### src/rtl/clb_if.sv
// clb_if: signal bundle between the routing fabric and one logic cluster.
//   clb_in    : cluster inputs (I bits)
//   ce        : BLE flip-flop clock enable
//   clb_out   : one output per BLE (N bits)
//   scan_in   : configuration serial in
//   scan_en   : configuration shift enable
//   scan_out  : configuration serial out, feeds the next tile in the chain
//   cfg_valid : configuration loaded and logic live
//   cfg_err   : last load had the wrong bit count
// master = fabric side, slave = cluster side.
interface clb_if #(
    parameter int I = 10,
    parameter int N = 4
);
    logic [I-1:0] clb_in;
    logic         ce;
    logic [N-1:0] clb_out;
    logic         scan_in;
    logic         scan_en;
    logic         scan_out;
    logic         cfg_valid;
    logic         cfg_err;

    modport master (
        output clb_in, ce, scan_in, scan_en,
        input  clb_out, scan_out, cfg_valid, cfg_err
    );

    modport slave (
        input  clb_in, ce, scan_in, scan_en,
        output clb_out, scan_out, cfg_valid, cfg_err
    );
endinterface

### src/rtl/clb_cluster.sv
// clb_cluster: N basic logic elements (K-LUT + flip-flop) behind a local
// crossbar that picks from the I cluster inputs and the N BLE register
// outputs. All configuration arrives on one scan chain; a load FSM checks
// that exactly CFG_BITS bits were shifted before the logic goes live.
//   clk   : single clock, rising edge
//   rst_n : synchronous active-low reset
//   bus   : clb_if slave modport (cluster I/O and scan chain)

// One BLE: crossbar selects, LUT, flip-flop, output mux.
//   field : this BLE's config slice {mode, sel[K-1]..sel[0], table}
//   src   : crossbar sources {q of all BLEs, clb_in}
//   run   : cluster is in RUN
//   hold  : RUN and not shifting this edge; otherwise q clears
module clb_ble #(
    parameter int K = 4,
    parameter int S = 4,
    parameter int W = 14,
    parameter int B = 2**K + K*S + 1
) (
    input  logic         clk,
    input  logic         rst_n,
    input  logic [B-1:0] field,
    input  logic [W-1:0] src,
    input  logic         run,
    input  logic         hold,
    input  logic         ce,
    output logic         q,
    output logic         out
);
    logic [2**K-1:0] tbl;
    logic [K-1:0]    addr;
    logic            lut;
    logic            mode;

    assign tbl  = field[2**K-1:0];
    assign mode = field[B-1];

    // Select codes at or beyond W match no source and read as 0.
    always_comb begin
        addr = '0;
        for (int k = 0; k < K; k++)
            for (int s = 0; s < W; s++)
                if (field[2**K + k*S +: S] == S'(s))
                    addr[k] = src[s];
    end

    assign lut = tbl[addr];

    always_ff @(posedge clk) begin
        if (!rst_n)
            q <= 1'b0;
        else if (!hold)
            q <= 1'b0;
        else if (ce)
            q <= lut;
    end

    assign out = run ? (mode ? q : lut) : 1'b0;
endmodule

module clb_cluster #(
    parameter int K = 4,
    parameter int N = 4,
    parameter int I = 10
) (
    input logic clk,
    input logic rst_n,
    clb_if.slave bus
);
    localparam int S        = $clog2(I + N);
    localparam int B        = 2**K + K*S + 1;
    localparam int CFG_BITS = N * B;
    localparam int CW       = $clog2(CFG_BITS + 2);

    localparam logic [1:0] UNCFG = 2'd0;
    localparam logic [1:0] SHIFT = 2'd1;
    localparam logic [1:0] RUN   = 2'd2;
    localparam logic [1:0] ERR   = 2'd3;

    logic [CFG_BITS-1:0] cfg;
    logic [CW-1:0]       cnt;
    logic [1:0]          state;
    logic [N-1:0]        q;
    logic                run;
    logic                hold;

    always_ff @(posedge clk) begin
        if (!rst_n)
            cfg <= '0;
        else if (bus.scan_en)
            cfg <= {cfg[CFG_BITS-2:0], bus.scan_in};
    end

    // The edge that enters SHIFT already shifts one bit, hence cnt <= 1.
    always_ff @(posedge clk) begin
        if (!rst_n) begin
            state <= UNCFG;
            cnt   <= '0;
        end else if (bus.scan_en) begin
            state <= SHIFT;
            if (state != SHIFT)
                cnt <= CW'(1);
            else if (cnt != CW'(CFG_BITS + 1))
                cnt <= cnt + CW'(1);
        end else if (state == SHIFT) begin
            state <= (cnt == CW'(CFG_BITS)) ? RUN : ERR;
        end
    end

    assign run           = (state == RUN);
    assign hold          = run && !bus.scan_en;
    assign bus.scan_out  = cfg[CFG_BITS-1];
    assign bus.cfg_valid = run;
    assign bus.cfg_err   = (state == ERR);

    // Crossbar reads only registered q for feedback, so no comb loops.
    logic [I+N-1:0] src;
    assign src = {q, bus.clb_in};

    for (genvar j = 0; j < N; j++) begin : g_ble
        clb_ble #(.K(K), .S(S), .W(I + N), .B(B)) u_ble (
            .clk   (clk),
            .rst_n (rst_n),
            .field (cfg[j*B +: B]),
            .src   (src),
            .run   (run),
            .hold  (hold),
            .ce    (bus.ce),
            .q     (q[j]),
            .out   (bus.clb_out[j])
        );
    end
endmodule

### src/flat_wrapper.sv
// flat-port wrapper written by rule: the top's interface ports become plain ports
module clb_cluster_flat 
#(
    parameter int K = 4,
    parameter int N = 4,
    parameter int I = 10
)
  (clk, rst_n, bus_clb_in, bus_ce, bus_scan_in, bus_scan_en, bus_clb_out, bus_scan_out, bus_cfg_valid, bus_cfg_err);
  clb_if #(.I(I), .N(N)) bus_i ();
  input logic clk;
  input logic rst_n;
  input wire logic [$bits(bus_i.clb_in)-1:0] bus_clb_in;
  input wire logic [$bits(bus_i.ce)-1:0] bus_ce;
  input wire logic [$bits(bus_i.scan_in)-1:0] bus_scan_in;
  input wire logic [$bits(bus_i.scan_en)-1:0] bus_scan_en;
  output wire logic [$bits(bus_i.clb_out)-1:0] bus_clb_out;
  output wire logic [$bits(bus_i.scan_out)-1:0] bus_scan_out;
  output wire logic [$bits(bus_i.cfg_valid)-1:0] bus_cfg_valid;
  output wire logic [$bits(bus_i.cfg_err)-1:0] bus_cfg_err;
  assign bus_i.clb_in = bus_clb_in;
  assign bus_i.ce = bus_ce;
  assign bus_i.scan_in = bus_scan_in;
  assign bus_i.scan_en = bus_scan_en;
  assign bus_clb_out = bus_i.clb_out;
  assign bus_scan_out = bus_i.scan_out;
  assign bus_cfg_valid = bus_i.cfg_valid;
  assign bus_cfg_err = bus_i.cfg_err;
  clb_cluster #(.K(K), .N(N), .I(I)) u_core (.clk(clk), .rst_n(rst_n), .bus(bus_i));
endmodule
### config.mk
export PLATFORM = sky130hd
export DESIGN_NAME = clb_cluster_flat
export DESIGN_NICKNAME = d
export VERILOG_FILES = /design/src/rtl/clb_if.sv /design/src/rtl/clb_cluster.sv /design/src/flat_wrapper.sv
export SDC_FILE = /design/constraint.sdc
export NUM_CORES = 1
export LEC_CHECK = 0
export BUFFER_PORTS_ARGS = -buffer_cell sky130_fd_sc_hd__buf_2
export CAP_MARGIN = 40
export CORE_MARGIN = 1
export CORE_UTILIZATION = 27
export CTS_CLUSTER_DIAMETER = 40
export DETAILED_ROUTE_END_ITERATION = 12
export HOLD_SLACK_MARGIN = 0.03
export MAX_ROUTING_LAYER = met4
export PLACE_DENSITY_LB_ADDON = 0.25
export SLEW_MARGIN = 10
export SYNTH_ARGS = -nofsm -noshare
export SYNTH_HDL_FRONTEND = slang
export SYNTH_SLANG_ARGS = --single-unit
### constraint.sdc
create_clock -name clk -period 5.6 [get_ports clk]
set_input_delay 0.28 -clock clk [delete_from_list [all_inputs] [get_ports clk]]
set_output_delay 0.28 -clock clk [all_outputs]
set_load 0.005 [all_outputs]
==> Word level (Yosys, flattened, before mapping) <==
Index checks and enable logic that the tools add are counted.
{ "word_totals": {"word_cells": 496, "regBits": 146, "input_bits": 15, "out_inout_bits": 7} }
{ "classes": {"order_cmp": 4, "eq_ne": 214, "addsub": 1, "n_mux": 245, "bitwise_logic": 1, "n_reduce_logical": 23} }
{ "op_table": {"columns": ["operator", "count"], "rows": [
  ["$eq A4 B4 Y1 const B", 96],
  ["$eq A4 B3 Y1 const B", 64],
  ["$mux W1", 239],
  ["$eq A4 B2 Y1 const B", 32],
  ["$eq A4 B1 Y1 const B", 16],
  ["$logic_not A4 Y1", 16],
  ["$lt A4 B5 Y1 const B", 4],
  ["$bmux W1 S4", 4],
  ["$mux W8", 2],
  ["$add A8 B1 Y8 const B", 1],
  ["$eq A8 B8 Y1 const B", 1],
  ["$ne A8 B8 Y1 const B", 1],
  ["$eq A2 B2 Y1 const B", 2],
  ["$reduce_and A2 Y1", 2],
  ["$reduce_bool A2 Y1", 2],
  ["$eq A2 B1 Y1 const B", 1],
  ["$ne A2 B1 Y1 const B", 1],
  ["$reduce_or A2 Y1", 1],
  ["$logic_and A1 B1 Y1", 1],
  ["$logic_not A1 Y1", 1],
  ["$not A1 Y1", 1]
]} }

==> Logic depth before layout (Yosys ltp) <==
{ "depth": {"ltp_word": 19, "depth_mapped": 11} }

==> Modules after synthesis <==
A second synthesis with hierarchy kept.
{ "unflattened": {"hier_cells": 948, "hier_area_um2": 8841.0} }
{ "by_module_without_submodules": {"columns": ["mod", "cells_per_inst", "instances", "area_per_inst_um2"], "rows": [
  ["clb_cluster", 500, 1, 5262.5],
  ["clb_ble", 112, 4, 894.6]
]} }

==> Worst setup path before layout <==
OpenSTA, ideal clock, no wires.
{ "synth_path": {"path_type": "register to output", "startpoint": "register u_core.cfg[87]", "endpoint": "output port bus_clb_out[2]", "n_path_buf": 2, "arrival_time_ns": 2.535, "setup_slack_ns": 2.785, "required_ns": 5.320, "path_stages_with_launch": 11, "path_cell_list": "dfxtp_1 clkbuf_1 mux2_2 a221oi_1 o22ai_1 a32oi_2 mux4_2 nand3_1 o211ai_1 o21a_1 buf_4"} }
{ "synth_via": {"elab_chain_len": 19, "word_cells_on_any_way": 32, "classes_between": "eq/ne: 13; mux: 18; reduce/logical: 1"} }
{ "synth_rtl": {"columns": ["item", "line_no", "rtl"], "rows": [
  ["start, declared", "clb_cluster.sv:80", "logic [CFG_BITS-1:0] cfg;"],
  ["start signal, assigned", "clb_cluster.sv:91", "cfg <= {cfg[CFG_BITS-2:0], bus.scan_in};"],
  ["$logic_not A4 Y1", "clb_cluster.sv:43", "if (field[2**K + k*S +: S] == S'(s))"],
  ["$mux W1 (13 in series)", "clb_cluster.sv:43", null],
  ["$mux W1 (*)", "clb_cluster.sv:43", null],
  ["$bmux W1 S4 (*)", "clb_cluster.sv:47", "assign lut = tbl[addr];"],
  ["$mux W1 (not written as such) (*)", "clb_cluster.sv:47", null],
  ["$mux W1 (*) (2 in series)", "clb_cluster.sv:58", "assign out = run ? (mode ? q : lut) : 1'b0;"],
  ["end, declared", "flat_wrapper.sv:16", "output wire logic [$bits(bus_i.clb_out)-1:0] bus_clb_out;"]
]} }
Every way passes the cells marked *; elsewhere a longest branch is shown, timed or not. The select of a mux whose other input is x is not followed.

==> Worst setup path after layout <==
{ "layout_path": {"startpoint": "register u_core.g_ble[0].u_ble.q", "endpoint": "output port bus_clb_out[2]"} }
{ "layout_via": {"elab_chain_len": 8, "word_cells_on_any_way": 20, "classes_between": "mux: 20"} }
{ "layout_rtl": {"columns": ["item", "line_no", "rtl"], "rows": [
  ["start, declared", "clb_cluster.sv:27", "output logic q,"],
  ["start signal, assigned", "clb_cluster.sv:55", "q <= lut;"],
  ["$mux W1 (4 in series)", "clb_cluster.sv:43", null],
  ["$bmux W1 S4 (*)", "clb_cluster.sv:47", null],
  ["$mux W1 (not written as such) (*)", "clb_cluster.sv:47", null],
  ["$mux W1 (*) (2 in series)", "clb_cluster.sv:58", null]
]} }
Marks and branches as above.

==> impl_results.md <==
- Starting density of the core: 0.275
- Post-synth EDFFs: 0
- Synth unique cells: 63
- Ys flop type: dfxtp_1
- DR iter-0 viols: 331
- I/O Buffers: 21
- CP arrival: 3.43 ns
- Clock Sink Count: 146
- Post-CTS sizing: 0
- GRT Total Usage: 0.135
- DP Wirelength: 12,500 um
- First-pass GRT wire length: 32,600 um
- Area Growth Syn to Fin: 10.8%
- Status: finished, final reports clean
- Post-route minimum period: 3.71 ns
- Total gr overflow: 0
- Routability cong.: 0.751
- Hold Crit Class: input port to flop
- DRT antenna net count: 0
- CTS clk-pin slew, worst paths: 0.07 ns
- Post-CTS setup buffers: 0
- Final hold vios: 0
- Register area share after synthesis: 0.346
- PwrDens: 251 nW/um2
- Reg2reg setup slack: 2.53 ns
- Core area: 30,700 um2
- Number of register bits inferred by synthesis: 146
- Post-Syn Nets: 856
- Worst rel slew slack: 0.429
- Final setup violation count: 0
- Req. time, crit path: 5.32 ns
- Syn_area_per_cell: 10.1 um2
- Share of layout cells above drive strength 1: 0.130
- Clock Skew: 0.0102 ns
- Filler instances: 3,175
- Crit share post-route: 0.662
- FF-to-FF Start: u_core.g_ble[0].u_ble.q
- Total power: 0.00235 W
- Die area: 32,000 um2
- Max Freq: 0.270 GHz
- Total negative slack: 0 ns
- Async S/R FF share, synth: 0
- Crit-path max FO: 18
- Largest net degree at the start of global routing: 77
- Leak Pwr: 3.35 nW
- CTS tree: built
- Max-slew violations: 0
- CP Class: flop to output port
- Worst slew pin tran: 0.855 ns
- Via Count: 5,853
- Post-Syn Area: 8450 um2
- Syn. warnings: 0
- Residual DRC: 0
- Critical Path Sink Type: output port
- Average wire per standard cell: 16.3 um
- Hold path start: bus_scan_in
- CP startpoint kind: flop
- Post-DR vias/cell: 4.82
- Row count: 64
- Post-CTS Hold Buffers: 0
- Peak VDD IR: 142 uV
- Ports: 22
- Total routed wirelength: 19,800 um
- Chip width: 179 um
- Clk_lat worst skew: 0.43 ns
- Initial antenna violation count: 0
- Cells after Synth: 838
- Crit path launch: u_core.g_ble[0].u_ble.q
- Total of max-cap violations: 0
- DRT Pass-1 Iters: 4
- Hold WS: 0.113 ns
- H-tree depth: 4
- Vias in the first global route: 5,811
- Final nets: 823
- Clock Tree Root: clkbuf_16
- Num CTS Buffers: 17
- Number of antenna diodes: 0
- Die height: 179 um
- RSZ-0062 raised after global routing: false
- Worst-case clock buffer depth: 2
cell type report:
cell class              count  area [um2]  share of cell area
clock inverters            13         128              0.0136
repair buffers             25         164              0.0175
inverters                  19        71.3             0.00762
well taps                 396         495              0.0530
multi-input cells         596        5120               0.547
clock buffers              19         453              0.0484
flip-flops and latches    146        2920               0.312
power breakdown:
group / total, W / internal, W / switching (W)
registers: 0.00104 / 0.00104 / 0.00000300
logic: 0.000171 / 0.0000765 / 0.0000946
clock network: 0.00113 / 0.000642 / 0.000490
total: 0.00235 / 0.00176 / 0.000587
per-layer routing:
layer / GRT usage / routed length (um)
met4: 0.0516 / 379
met2: 0.209 / 9290
met5: - / 0
met3: 0.0227 / 439
met1: 0.175 / 9690
state kept, by name, indices dropped and copies added, names as in the netlist:
register	cells
u_core.cnt	8
u_core.g_ble.u_ble.q	4
u_core.cfg	132
u_core.state	2
through the flow:
step | area, um2 | util | setup WS [ns] | cells
global route | 9360 | 0.305 | 1.68 | 1214
detailed placement | 8780 | 0.286 | 2.34 | 1182
CTS | 9360 | 0.305 | 1.88 | 1214
global placement | 8750 | 0.285 | 2.36 | 1181
finish | 9360 | 0.305 | 1.89 | 1214
floorplan | 8450 | - | 2.78 | 838
critical path, stage by stage, from the launching register on:
cell      delay (ns)
dfxtp_1         0.58
mux4_2          0.59
a31oi_1         0.18
o22a_1          0.35
mux4_2          0.55
a22oi_1         0.20
o211ai_1        0.18
o21a_1          0.23
buf_2           0.13
cell usage in the layout, fill, tap and decap left out, drive strengths merged, types with 8 or more instances in the layout:
cell | Yosys | final
mux2i | 194 | 194
a21oi | 11 | 11
dfxtp | 146 | 146
nand2 | 21 | 21
nand3 | 8 | 8
clkbuf | 51 | 19
nor2b | 142 | 142
a31oi | 8 | 8
mux2 | 8 | 8
nor2 | 30 | 30
o21ai | 25 | 25
nand2b | 11 | 11
mux4 | 38 | 38
inv | 19 | 22
buf | 26 | 25
cells in the mapped netlist, drive strengths merged, types with 2 or more instances:
library cell	count	area, um2
a211o	2	17.5
a211oi	5	37.5
a21boi	2	15.0
a21oi	11	62.6
a221oi	5	43.8
a22oi	4	30.0
a311o	2	20.0
a31oi	8	50.1
and2	4	25.0
and3	4	25.0
and3b	3	26.3
buf	26	138
clkbuf	51	191
dfxtp	146	2920
ha	3	37.5
inv	19	71.3
mux2	8	90.1
mux2i	194	1940
mux4	38	867
nand2	21	78.8
nand2b	11	68.8
nand3	8	40.0
nand3b	7	52.6
nand4b	3	26.3
nor2	30	113
nor2b	142	888
nor3	4	20.0
nor4	3	18.8
o2111ai	2	17.5
o211a	2	20.0
o211ai	3	22.5
o21a	6	45.0
o21ai	25	125
o22a	2	17.5
o22ai	4	25.0
o311ai	2	17.5
o32ai	2	17.5
or2	2	12.5
or3	4	26.3
xor2	5	43.8
logic make-up (layout without fill, tap and decap cells):
group | count (synthesis) | count (layout) | share of synthesized area
compound gates | 97 | 97 | 0.0806
xor+xnor | 6 | 6 | 0.00622
fa+ha+maj | 3 | 3 | 0.00444
buf+inv | 96 | 76 | 0.0474
flops | 146 | 146 | 0.346
mux | 240 | 240 | 0.343
simple gates | 250 | 250 | 0.172
final timing paths:
path              cells after the start                       to
setup / recovery                      8           bus_clb_out[2]
hold / removal                        3            u_core.cfg[0]
setup reg to reg                      8  u_core.g_ble[3].u_ble.q
hold reg to reg                       2          u_core.state[1]
No activity file was read; power rests on OpenSTA's default activity.
